[config.mk]
export PLATFORM = sky130hd
export DESIGN_NAME = ps2_host_tx
export DESIGN_NICKNAME = d
export VERILOG_FILES = /design/src/rtl/ps2_pkg.sv /design/src/rtl/ps2_sync_edge.sv /design/src/rtl/ps2_host_tx.sv
export SDC_FILE = /design/constraint.sdc
export NUM_CORES = 1
export LEC_CHECK = 0
export ABC_AREA = 1
export BUFFER_PORTS_ARGS = -buffer_cell sky130_fd_sc_hd__buf_2
export CAP_MARGIN = 0
export CORE_AREA = 2 2 82 84
export CTS_CLUSTER_DIAMETER = 150
export DETAILED_ROUTE_END_ITERATION = 6
export DIE_AREA = 0 0 84 86
export PLACE_DENSITY = 0.79
export SYNTH_ARGS = -nofsm -noshare
export SYNTH_HDL_FRONTEND = slang
export SYNTH_SLANG_ARGS = --single-unit
[constraint.sdc]
create_clock -name clk -period 4.9 [get_ports clk]
set_input_delay 1.47 -clock clk [delete_from_list [all_inputs] [get_ports clk]]
set_output_delay 1.47 -clock clk [all_outputs]
set_load 0.02 [all_outputs]
[src/rtl/ps2_pkg.sv]
// Shared PS/2 definitions: host-transmit FSM states, frame geometry and
// common keyboard command bytes.
package ps2_pkg;

  localparam int unsigned PS2_FRAME_LEN = 11;
  localparam int unsigned PS2_EDGE_W    = 4;

  localparam logic [7:0] PS2_CMD_SET_LEDS = 8'hED;
  localparam logic [7:0] PS2_CMD_RESET    = 8'hFF;

  typedef enum logic [2:0] {
    ST_IDLE,
    ST_INHIBIT,
    ST_START,
    ST_SEND,
    ST_WAIT_ACK,
    ST_WAIT_IDLE,
    ST_DONE
  } ps2_tx_state_e;

  typedef struct packed {
    logic       parity;
    logic [7:0] data;
  } ps2_tx_byte_t;

  function automatic logic odd_parity(input logic [7:0] d);
    return ~^d;
  endfunction

endpackage

[src/rtl/ps2_sync_edge.sv]
// Two-flop synchronizer for one raw PS/2 line plus a falling-edge strobe
// derived from consecutive synchronized samples.
module ps2_sync_edge (
  input  logic clk,
  input  logic reset,
  input  logic din,
  output logic sync,
  output logic fall_c
);

  logic meta;
  logic prev;

  // Lines idle high, so everything resets to 1 and no edge appears at reset.
  always_ff @(posedge clk or negedge reset) begin
    if (!reset) begin
      meta <= 1'b1;
      sync <= 1'b1;
      prev <= 1'b1;
    end else begin
      meta <= din;
      sync <= meta;
      prev <= sync;
    end
  end

  assign fall_c = prev & ~sync;

endmodule

[src/rtl/ps2_host_tx.sv]
// PS/2 host-to-device transmitter: inhibits the clock, issues request-to-send,
// shifts out one byte with odd parity on device clock edges and reports ACK.
module ps2_host_tx
  import ps2_pkg::*;
#(
  parameter int unsigned CLK_HZ     = 100_000_000,
  parameter int unsigned INHIBIT_US = 100,
  parameter int unsigned TIMEOUT_MS = 15
) (
  input  logic       clk,
  input  logic       reset,
  input  logic [7:0] tx_data,
  input  logic       tx_valid,
  output logic       tx_ready,
  input  logic       ps2_clk_in,
  input  logic       ps2_data_in,
  output logic       ps2_clk_oe,
  output logic       ps2_data_oe,
  output logic       done,
  output logic       ack_ok,
  output logic       timeout,
  output logic       busy
);

  localparam int unsigned INH_CYCLES = (CLK_HZ / 1_000_000) * INHIBIT_US;
  localparam int unsigned WD_CYCLES  = (CLK_HZ / 1000) * TIMEOUT_MS;
  localparam int unsigned INH_W      = (INH_CYCLES > 1) ? $clog2(INH_CYCLES) : 1;
  localparam int unsigned WD_W       = (WD_CYCLES > 1) ? $clog2(WD_CYCLES) : 1;

  localparam logic [INH_W-1:0]      INH_LAST  = INH_W'(INH_CYCLES - 1);
  localparam logic [WD_W-1:0]       WD_LAST   = WD_W'(WD_CYCLES - 1);
  localparam logic [PS2_EDGE_W-1:0] EDGE_PAR  = PS2_EDGE_W'(PS2_FRAME_LEN - 2);
  localparam logic [PS2_EDGE_W-1:0] EDGE_ACK  = PS2_EDGE_W'(PS2_FRAME_LEN);
  localparam logic [PS2_EDGE_W-1:0] EDGE_LAST_DATA = PS2_EDGE_W'(8);

  ps2_tx_state_e          state_q, state_d;
  logic [PS2_EDGE_W-1:0]  edge_q, edge_d;
  logic [INH_W-1:0]       inh_q, inh_d;
  logic [WD_W-1:0]        wd_q, wd_d;
  ps2_tx_byte_t           frame_q, frame_d;
  logic                   ack_q, ack_d;
  logic                   to_q, to_d;

  logic clk_oe_d, data_oe_d, tx_ready_d, done_d, ack_ok_d, timeout_d;

  logic clk_sync, clk_fall;
  logic data_sync, unused_data_fall;

  ps2_sync_edge u_sync_clk (
    .clk    (clk),
    .reset  (reset),
    .din    (ps2_clk_in),
    .sync   (clk_sync),
    .fall_c (clk_fall)
  );

  ps2_sync_edge u_sync_data (
    .clk    (clk),
    .reset  (reset),
    .din    (ps2_data_in),
    .sync   (data_sync),
    .fall_c (unused_data_fall)
  );

  // State, datapath and registered outputs.
  always_ff @(posedge clk or negedge reset) begin
    if (!reset) begin
      state_q     <= ST_IDLE;
      edge_q      <= '0;
      inh_q       <= '0;
      wd_q        <= WD_LAST;
      frame_q     <= '0;
      ack_q       <= 1'b0;
      to_q        <= 1'b0;
      ps2_clk_oe  <= 1'b0;
      ps2_data_oe <= 1'b0;
      tx_ready    <= 1'b1;
      busy        <= 1'b0;
      done        <= 1'b0;
      ack_ok      <= 1'b0;
      timeout     <= 1'b0;
    end else begin
      state_q     <= state_d;
      edge_q      <= edge_d;
      inh_q       <= inh_d;
      wd_q        <= wd_d;
      frame_q     <= frame_d;
      ack_q       <= ack_d;
      to_q        <= to_d;
      ps2_clk_oe  <= clk_oe_d;
      ps2_data_oe <= data_oe_d;
      tx_ready    <= tx_ready_d;
      busy        <= ~tx_ready_d;
      done        <= done_d;
      ack_ok      <= ack_ok_d;
      timeout     <= timeout_d;
    end
  end

  // Next state, counters and the output values for the coming cycle.
  always_comb begin
    state_d   = state_q;
    edge_d    = edge_q;
    inh_d     = inh_q;
    frame_d   = frame_q;
    ack_d     = ack_q;
    to_d      = to_q;
    wd_d      = wd_q;
    clk_oe_d  = 1'b0;
    data_oe_d = 1'b0;

    case (state_q)
      ST_IDLE: begin
        inh_d = '0;
        if (tx_valid && tx_ready) begin
          frame_d.data   = tx_data;
          frame_d.parity = odd_parity(tx_data);
          edge_d         = '0;
          ack_d          = 1'b0;
          to_d           = 1'b0;
          state_d        = ST_INHIBIT;
        end
      end
      ST_INHIBIT: begin
        if (inh_q == INH_LAST) state_d = ST_START;
        else                   inh_d   = inh_q + 1'b1;
      end
      ST_START: state_d = ST_SEND;
      ST_SEND: begin
        if (clk_fall) begin
          edge_d = edge_q + 1'b1;
          if (edge_q == EDGE_PAR) state_d = ST_WAIT_ACK;
        end
      end
      ST_WAIT_ACK: begin
        if (clk_fall) begin
          if (edge_q != EDGE_ACK) edge_d = edge_q + 1'b1;
          ack_d   = ~data_sync;
          state_d = ST_WAIT_IDLE;
        end
      end
      ST_WAIT_IDLE: if (clk_sync && data_sync) state_d = ST_DONE;
      ST_DONE:      state_d = ST_IDLE;
      default:      state_d = ST_IDLE;
    endcase

    // No progress for the full watchdog window: abandon through DONE as a NACK.
    if (state_q != ST_IDLE && state_q != ST_DONE && wd_q == '0 && !clk_fall) begin
      state_d = ST_DONE;
      ack_d   = 1'b0;
      to_d    = 1'b1;
    end

    if (state_q == ST_IDLE || state_d != state_q || clk_fall) wd_d = WD_LAST;
    else                                                      wd_d = wd_q - 1'b1;

    // Edge n (1..8) puts data bit n-1 on the line, edge 9 parity, edge 10 stop.
    case (state_d)
      ST_INHIBIT: begin
        clk_oe_d  = 1'b1;
        data_oe_d = (inh_d == INH_LAST);
      end
      ST_START: data_oe_d = 1'b1;
      ST_SEND: begin
        if (edge_d == '0)                  data_oe_d = 1'b1;
        else if (edge_d <= EDGE_LAST_DATA) data_oe_d = ~frame_d.data[3'(edge_d - 4'd1)];
        else if (edge_d == EDGE_PAR)       data_oe_d = ~frame_d.parity;
      end
      default: ;
    endcase

    tx_ready_d = (state_d == ST_IDLE);
    done_d     = (state_d == ST_DONE);
    ack_ok_d   = (state_d == ST_DONE) && ack_d;
    timeout_d  = (state_d == ST_DONE) && to_d;
  end

endmodule

==> impl_results.md, run 1 <==
* CTS hold repair buffers at 0
* Core Area at 0.00628 mm2
* Max clock buf depth at 2
* CP arrival at 3.35 ns
* Distinct cells, synth at 32
* Main combinational cell family by area after synthesis: simple AND/OR/NAND/NOR gates
* Nets at 550
* Number of flops mapped to enable cells by yosys at 0
* RSZ-0062 raised after global routing: no
* Crit Path Max Fanout at 15
* Antenna Nets Post-Route at 0
* DRT Pass-1 Iters at 5
* Core Util, Final at 66.0%
* Endpoint class of the critical path: flop
* Largest net degree at the start of global routing at 30
* VDD IR max at 246 uV
* Fin Clk Skew at 0.0108 ns
* Clk slew on worst S/H paths at 0.06 ns
* Setup Buffers After CTS at 0
* Post_cts resized at 0
* CTS buffer count at 9
* WL final at 7.59 mm
* Die area at 0.00722 mm2
* CTS tree: done
* Die Y at 86 um
* Synth Flop Type: dfrtp_1
* XOR/XNOR share of the synthesized area at 6.92%
* Mapped Avg Cell Area at 7.52 um2
* Chip Width at 84 um
* Worst Hold Class: reg2reg
* Syn Inst Count at 502
* Syn. warnings at 0
* Iteration-0 DRC Markers at 188
* CP max-delay cell: nor2_2
* Clk_lat worst skew at 0.34 ns
* DR vias/cell at 5.33
* Slew Viols, Final at 0
* Sequential-to-total area share from yosys stat at 43.7%
* Syn_nets at 522
* Layout fillers at 537
* Synth Area in Compound Gates at 4.11%
* Status: finished clean
* First-pass GRT wire length at 13.5 mm
* Commonest non-fill, non-tap cells in the layout: 133 x nand2_1, 70 x inv_1, 62 x nor2_1
* Number of remaining DRC errors at 0
* Total Neg Setup Slack at 0 ns
* MaxCap Viol Count at 0
* DP HPWL at 5.72 mm
* Crit path launch type: primary input
* Rows at 29
* Area added between synthesis and finish at 9.67%
* Port buffer count at 19
* Least-Margin Pin Slew at 0.718 ns
* RePlAce Congestion at 0.905
* Seq. cell area at 0.00165 mm2
* Commonest non-fill, non-tap cell in the layout: nand2_1
* Synthesized area at 0.00378 mm2
* CP max stage delay at 0.52 ns
* WL per Instance at 12.4 um
* Starting Density at 60.2%
* Initial antenna violation count at 0
* Share of cells above drive strength 1 at 14.2%
* Slew HR at 52.1%
* Total clock sinks at 65
* # IOs at 20
* Ant diodes at 0
* Most frequent CP cell: nand2_1
* Root Driver: clkbuf_8
* Final Hold Viols at 0
* Static Leakage at 2.06 nW
* CP required at 5.17 ns
* Pwr dens at 364 mW/mm2
* Total gr overflow at 0
* Via Count at 3265
* Vias in the first global route at 3139
* Async SR Flop Fraction at 100%
* Fmax at 324 MHz
* Final period util at 63.0%
* Final setup vio count at 0
* # H-tree levels at 3
* Crit path kind: in2reg
* Post-synthesis mux area share at 0%
* Post-synthesis adder-cell area fraction at 2.32%
* Total chip power at 1.51 mW
* Simple-gate area share of the yosys netlist at 35.0%
* Total track usage at 23.2%
* Crit-path cells: buf_2, nand2_1, inv_1, nand2_1, nand4_1, nand2_1, xor2_1, nor2_2, nand2_2, nor2_1
* Fin crit period at 3.09 ns
* Multi-input gate area at 0.00183 mm2
* Synth Register Bits at 65
[metrics by stage]
stage               area, um2  setup WS [ns]  hold WS (ns)  std cells
CTS                      4140           1.85         0.358        612
finish                   4140           1.81         0.356        612
global placement         3960           1.62         0.345        596
global route             4140           1.55         0.360        612
detailed placement       3960           1.49         0.349        596
floorplan                3780           1.94         0.345        502
[worst max-delay path, delay by kind of cell]
| family | cells | cell delay [ns] |
|---|---|---|
| AND/OR/NAND/NOR | 7 | 1.65 |
| buffers and inverters | 2 | 0.13 |
| XOR/XNOR | 1 | 0.09 |
[state kept, by name (all words and copies together) (netlist names)]
name	count
u_sync_data.meta	1
to_q	1
edge_q	4
u_sync_clk.meta	1
wd_q	21
ps2_data_oe	1
u_sync_clk.sync	1
busy	1
tx_ready	1
ack_ok	1
ack_q	1
done	1
state_q	3
timeout	1
inh_q	14
ps2_clk_oe	1
u_sync_clk.prev	1
frame_q	9
u_sync_data.sync	1
[logic make-up (layout without fill, tap and decap cells)]
kind of cell,count (synthesis),after routing
and+or+nand+nor,296,296
buffers and inverters,78,111
DFF,65,65
xor gates and xnor gates,29,29
AOI/OAI and AO/OA,27,27
adders and majority gates,7,7
[per-layer routing]
metal / track usage, % / part of all wire [%]
met1: 30.6 / 47
met2: 37.7 / 46
met3: 3.95 / 4.9
met4: 10.7 / 2.0
met5: 0 / 0
[cells in the mapped netlist (all sizes together) (2+ instances only)]
cell type / number / area, um2
buf: 3 / 17.5
nor2: 65 / 251
o21bai: 2 / 15.0
dfstp: 20 / 526
nand4: 18 / 128
a21oi: 7 / 35.0
ha: 7 / 87.6
nand2: 138 / 531
nand3: 56 / 280
inv: 74 / 278
nor3: 13 / 81.3
xor2: 21 / 191
or2: 4 / 25.0
dfrtp: 45 / 1130
o21ai: 13 / 65.1
xnor2: 8 / 70.1
[worst paths after layout]
| check | from | end | slack (ns) | cells after the start |
|---|---|---|---|---|
| setup reg to reg | inh_q[0] | wd_q[5] | 2.08 | 11 |
| hold / removal | u_sync_clk.meta | u_sync_clk.sync | 0.36 | 0 |
| setup / recovery | tx_valid | wd_q[5] | 1.81 | 10 |
| max in group asynchronous | reset | u_sync_clk.prev | 3.01 | 2 |
| hold reg to reg | u_sync_clk.meta | u_sync_clk.sync | 0.36 | 0 |
| min in group asynchronous | reset | inh_q[7] | 1.13 | 1 |
[final cells by class]
class | instances | area share, %
inverters | 74 | 6.70
clock buffers | 12 | 3.26
multi-input cells | 359 | 44.1
repair buffers | 21 | 2.66
clock inverters | 4 | 1.09
flip-flops and latches | 65 | 39.9
well taps | 77 | 2.33
[power breakdown]
part           total [mW]  internal, mW  switching [mW]  leakage [nW]
clock               0.426         0.233           0.193        0.0941
sequential          0.700         0.635          0.0648         0.791
combinational       0.380         0.124           0.256          1.17
No activity file was read; power rests on OpenSTA's default activity.
==> run 2: changes to the inputs <==
Settings changed: ABC_AREA 1 to 0, CORE_AREA 2 2 82 84 to 2 2 80 82, DIE_AREA 0 0 84 86 to 0 0 82 84.
Clock period 4.9 ns to 2.9 ns, I/O delays scaled along.
==> run 2 against run 1 <==
Global-route usage is 0.89 points higher. Hold slack improved by 0.00090 ns. Sequential share of layout area rose by 0.69 points. Register-to-register slack lost 2.0 ns. Clock-buffer cell count is 2 lower. Clock skew hardly changed. Core utilization is 0.86 points higher. Critical endpoint is now ps2_data_oe. Highest routed layer unchanged.
==> impl_results.md, run 2 <==
* Antenna Nets Post-Route at 0
* WL final at 7.32 mm
* Iteration-0 DRC Markers at 178
* DR vias/cell at 5.82
* CP arrival at 3.03 ns
* CTS hold repair buffers at 0
* Fmax at 359 MHz
* Most flops, register: wd_q
* Synth area leaders: dfrtp_1 32%, dfstp_2 15%, nand2_1 6.1%, xnor2_1 5.2%, ha_1 2.5%
* VDD IR max at 362 uV
* RSZ-0062 raised after global routing: yes
* Top Registers: wd_q: 21 flops, inh_q: 14 flops, frame_q: 9 flops
* MaxCap Viol Count at 0
* CTS tree: done
* Starting Density at 58.6%
* # IOs at 20
* Crit path kind: reg2reg
* Final period util at 95.9%
* CP required at 3.15 ns
* Syn. warnings at 0
* DRT Pass-1 Iters at 5
* Slew Viols, Final at 0
* Layout fillers at 466
* Synth Register Bits at 65
* Clk slew on worst S/H paths at 0.08 ns
* Pwr dens at 443 mW/mm2
* Rows at 29
* Total track usage at 24.1%
* Distinct cells, synth at 59
* Core Util, Final at 66.9%
* Die area at 0.00689 mm2
* Most frequent cells after synthesis: 58 x nand2_1, 45 x dfrtp_1, 21 x xnor2_1
* Status: finished clean
* Final Hold Viols at 0
* Share of cells above drive strength 1 at 27.5%
* Crit Path Max Fanout at 6
* RePlAce Congestion at 0.906
* Endpoint class of the critical path: flop
* Leading cell type by number of instances after synthesis: nand2_1
* Total gr overflow at 0
* Area leader, netlist: dfrtp_1
* Root Driver: clkbuf_8
* Area added between synthesis and finish at 14.1%
* Hold Startpoint: u_sync_data.meta
* WL per Instance at 15.0 um
* Worst Hold Class: reg2reg
* Placed Area at 0.00385 mm2
* PnR worst setup slack at 0.118 ns
* DP HPWL at 5.35 mm
* Total clock sinks at 65
* Max clock buf depth at 2
* Hold Path End: u_sync_data.sync
* Sequential-to-total area share from yosys stat at 46.3%
* Core Area at 0.00610 mm2
* Via Count at 2842
* Die Y at 84 um
* Slew HR at 53.8%
* Reg-to-reg endpoint: ps2_data_oe
* Mapped Avg Cell Area at 9.84 um2
* Total Neg Setup Slack at 0 ns
* Number of flops mapped to enable cells by yosys at 0
* FF-to-FF setup slack at 0.12 ns
* Fin crit period at 2.78 ns
* Largest net degree at the start of global routing at 38
* Vias in the first global route at 2740
* Nets at 426
* Syn_nets at 383
* Least-Margin Pin Slew at 0.693 ns
* WHS at 0.357 ns
* Worst r2r src: inh_q[5]
* Ant diodes at 0
* Initial antenna violation count at 0
* Async SR Flop Fraction at 100%
* Fin Clk Skew at 0.0106 ns
* Largest register FFs at 21
* Depth of the worst register-to-register path at 9
* Final setup vio count at 0
* Number of remaining DRC errors at 0
* Static Leakage at 1.82 nW
* Hold path depth at 0
* Port buffer count at 19
* Crit path launch type: flop
* Commonest non-fill, non-tap cell in the layout: nand2_1
* Chip Width at 82 um
* # H-tree levels at 3
* Synth Flop Type: dfrtp_1
* First-pass GRT wire length at 12.7 mm
* Post-synth top area share at 31.5%
* Design area at 0.00408 mm2
* CTS buffer count at 9
* Clk_lat worst skew at 0.34 ns
* Place WS at -0.195 ns
* Commonest non-fill, non-tap cells in the layout: 58 x nand2_1, 44 x dfrtp_1, 26 x buf_4
* Syn Inst Count at 363
* Synthesized area at 0.00357 mm2
## run 2: changes by cell type in the layout (fill, tap and decap cells not counted), moves of 6 or more
cell	delta
nand4_1	-6
mux2i_1	+6
nand3_1	-40
nor2_1	-45
xor2_1	-16
inv_1	-55
nand2_1	-75
xnor2_1	+13
buf_4	+24
and3_1	+6
## run 2: worst max path at each step
stage	end	depth (start not counted)	startpoint
2_1_floorplan	wd_q[7]	10	wd_q[12]
3_3_place_gp	wd_q[4]	8	wd_q[13]
3_5_place_dp	wd_q[4]	8	wd_q[13]
4_1_cts	ps2_data_oe	10	state_q[1]
5_1_grt	ps2_data_oe	11	edge_q[0]
6_report	ps2_data_oe	9	inh_q[5]
## run 2: kinds of logic after synthesis
group                      after synthesis  synth area share, %
muxes                                   13                 4.27
buffers and inverters                   30                 5.15
xor gates and xnor gates                25                 6.13
DFF                                     65                 46.3
AOI/OAI and AO/OA                       52                 9.99
and+or+nand+nor                        171                 25.8
adders and majority gates                7                 2.45
## run 2: layer usage
| metal | wire length (um) | GRT usage (%) |
|---|---|---|
| met1 | 3280 | 33.2 |
| met2 | 3510 | 36.0 |
| met3 | 406 | 6.06 |
| met4 | 121 | 10.2 |
| met5 | 0 | 0 |
## run 2: power by group
group | leakage [nW] | internal (mW) | total, mW | switching (mW)
Combinational | 0.920 | 0.0482 | 0.111 | 0.0630
Sequential | 0.802 | 0.948 | 0.966 | 0.0183
Clock | 0.0998 | 0.392 | 0.727 | 0.335
Total | 1.82 | 1.39 | 1.80 | 0.416
## run 2: timing repair
item,CTS,global route
setup buffers,0,1
endpoints found under the setup margin,21,22
gates resized for setup,2,3
pin swaps,0,3
## run 2: final cells by class
cell class / instances / area, um2 / area share [%]
timing repair buffer: 47 / 330 / 8.11
clock inverter: 6 / 58.8 / 1.44
multi-input combinational: 268 / 1750 / 43.0
sequential: 65 / 1650 / 40.6
clock buffer: 10 / 128 / 3.13
inverter: 15 / 56.3 / 1.38
tap: 77 / 96.3 / 2.36
## run 2: critical path, stage by stage (launching register included)
cell and delay, ns:
dfrtp_1 0.43, or4_1 0.50, or4_1 0.48, buf_4 0.19, a22o_1 0.21, a211oi_1 0.25, and4_1 0.24, nand4_1 0.09
a21o_2 0.23, o31ai_1 0.06
## run 2: through the flow
stage,total power [mW],cells
after global placement,1.09,471
after floorplan,1.04,363
after detailed placement,1.09,471
after CTS,1.82,487
after global routing,1.88,488
final,1.80,488
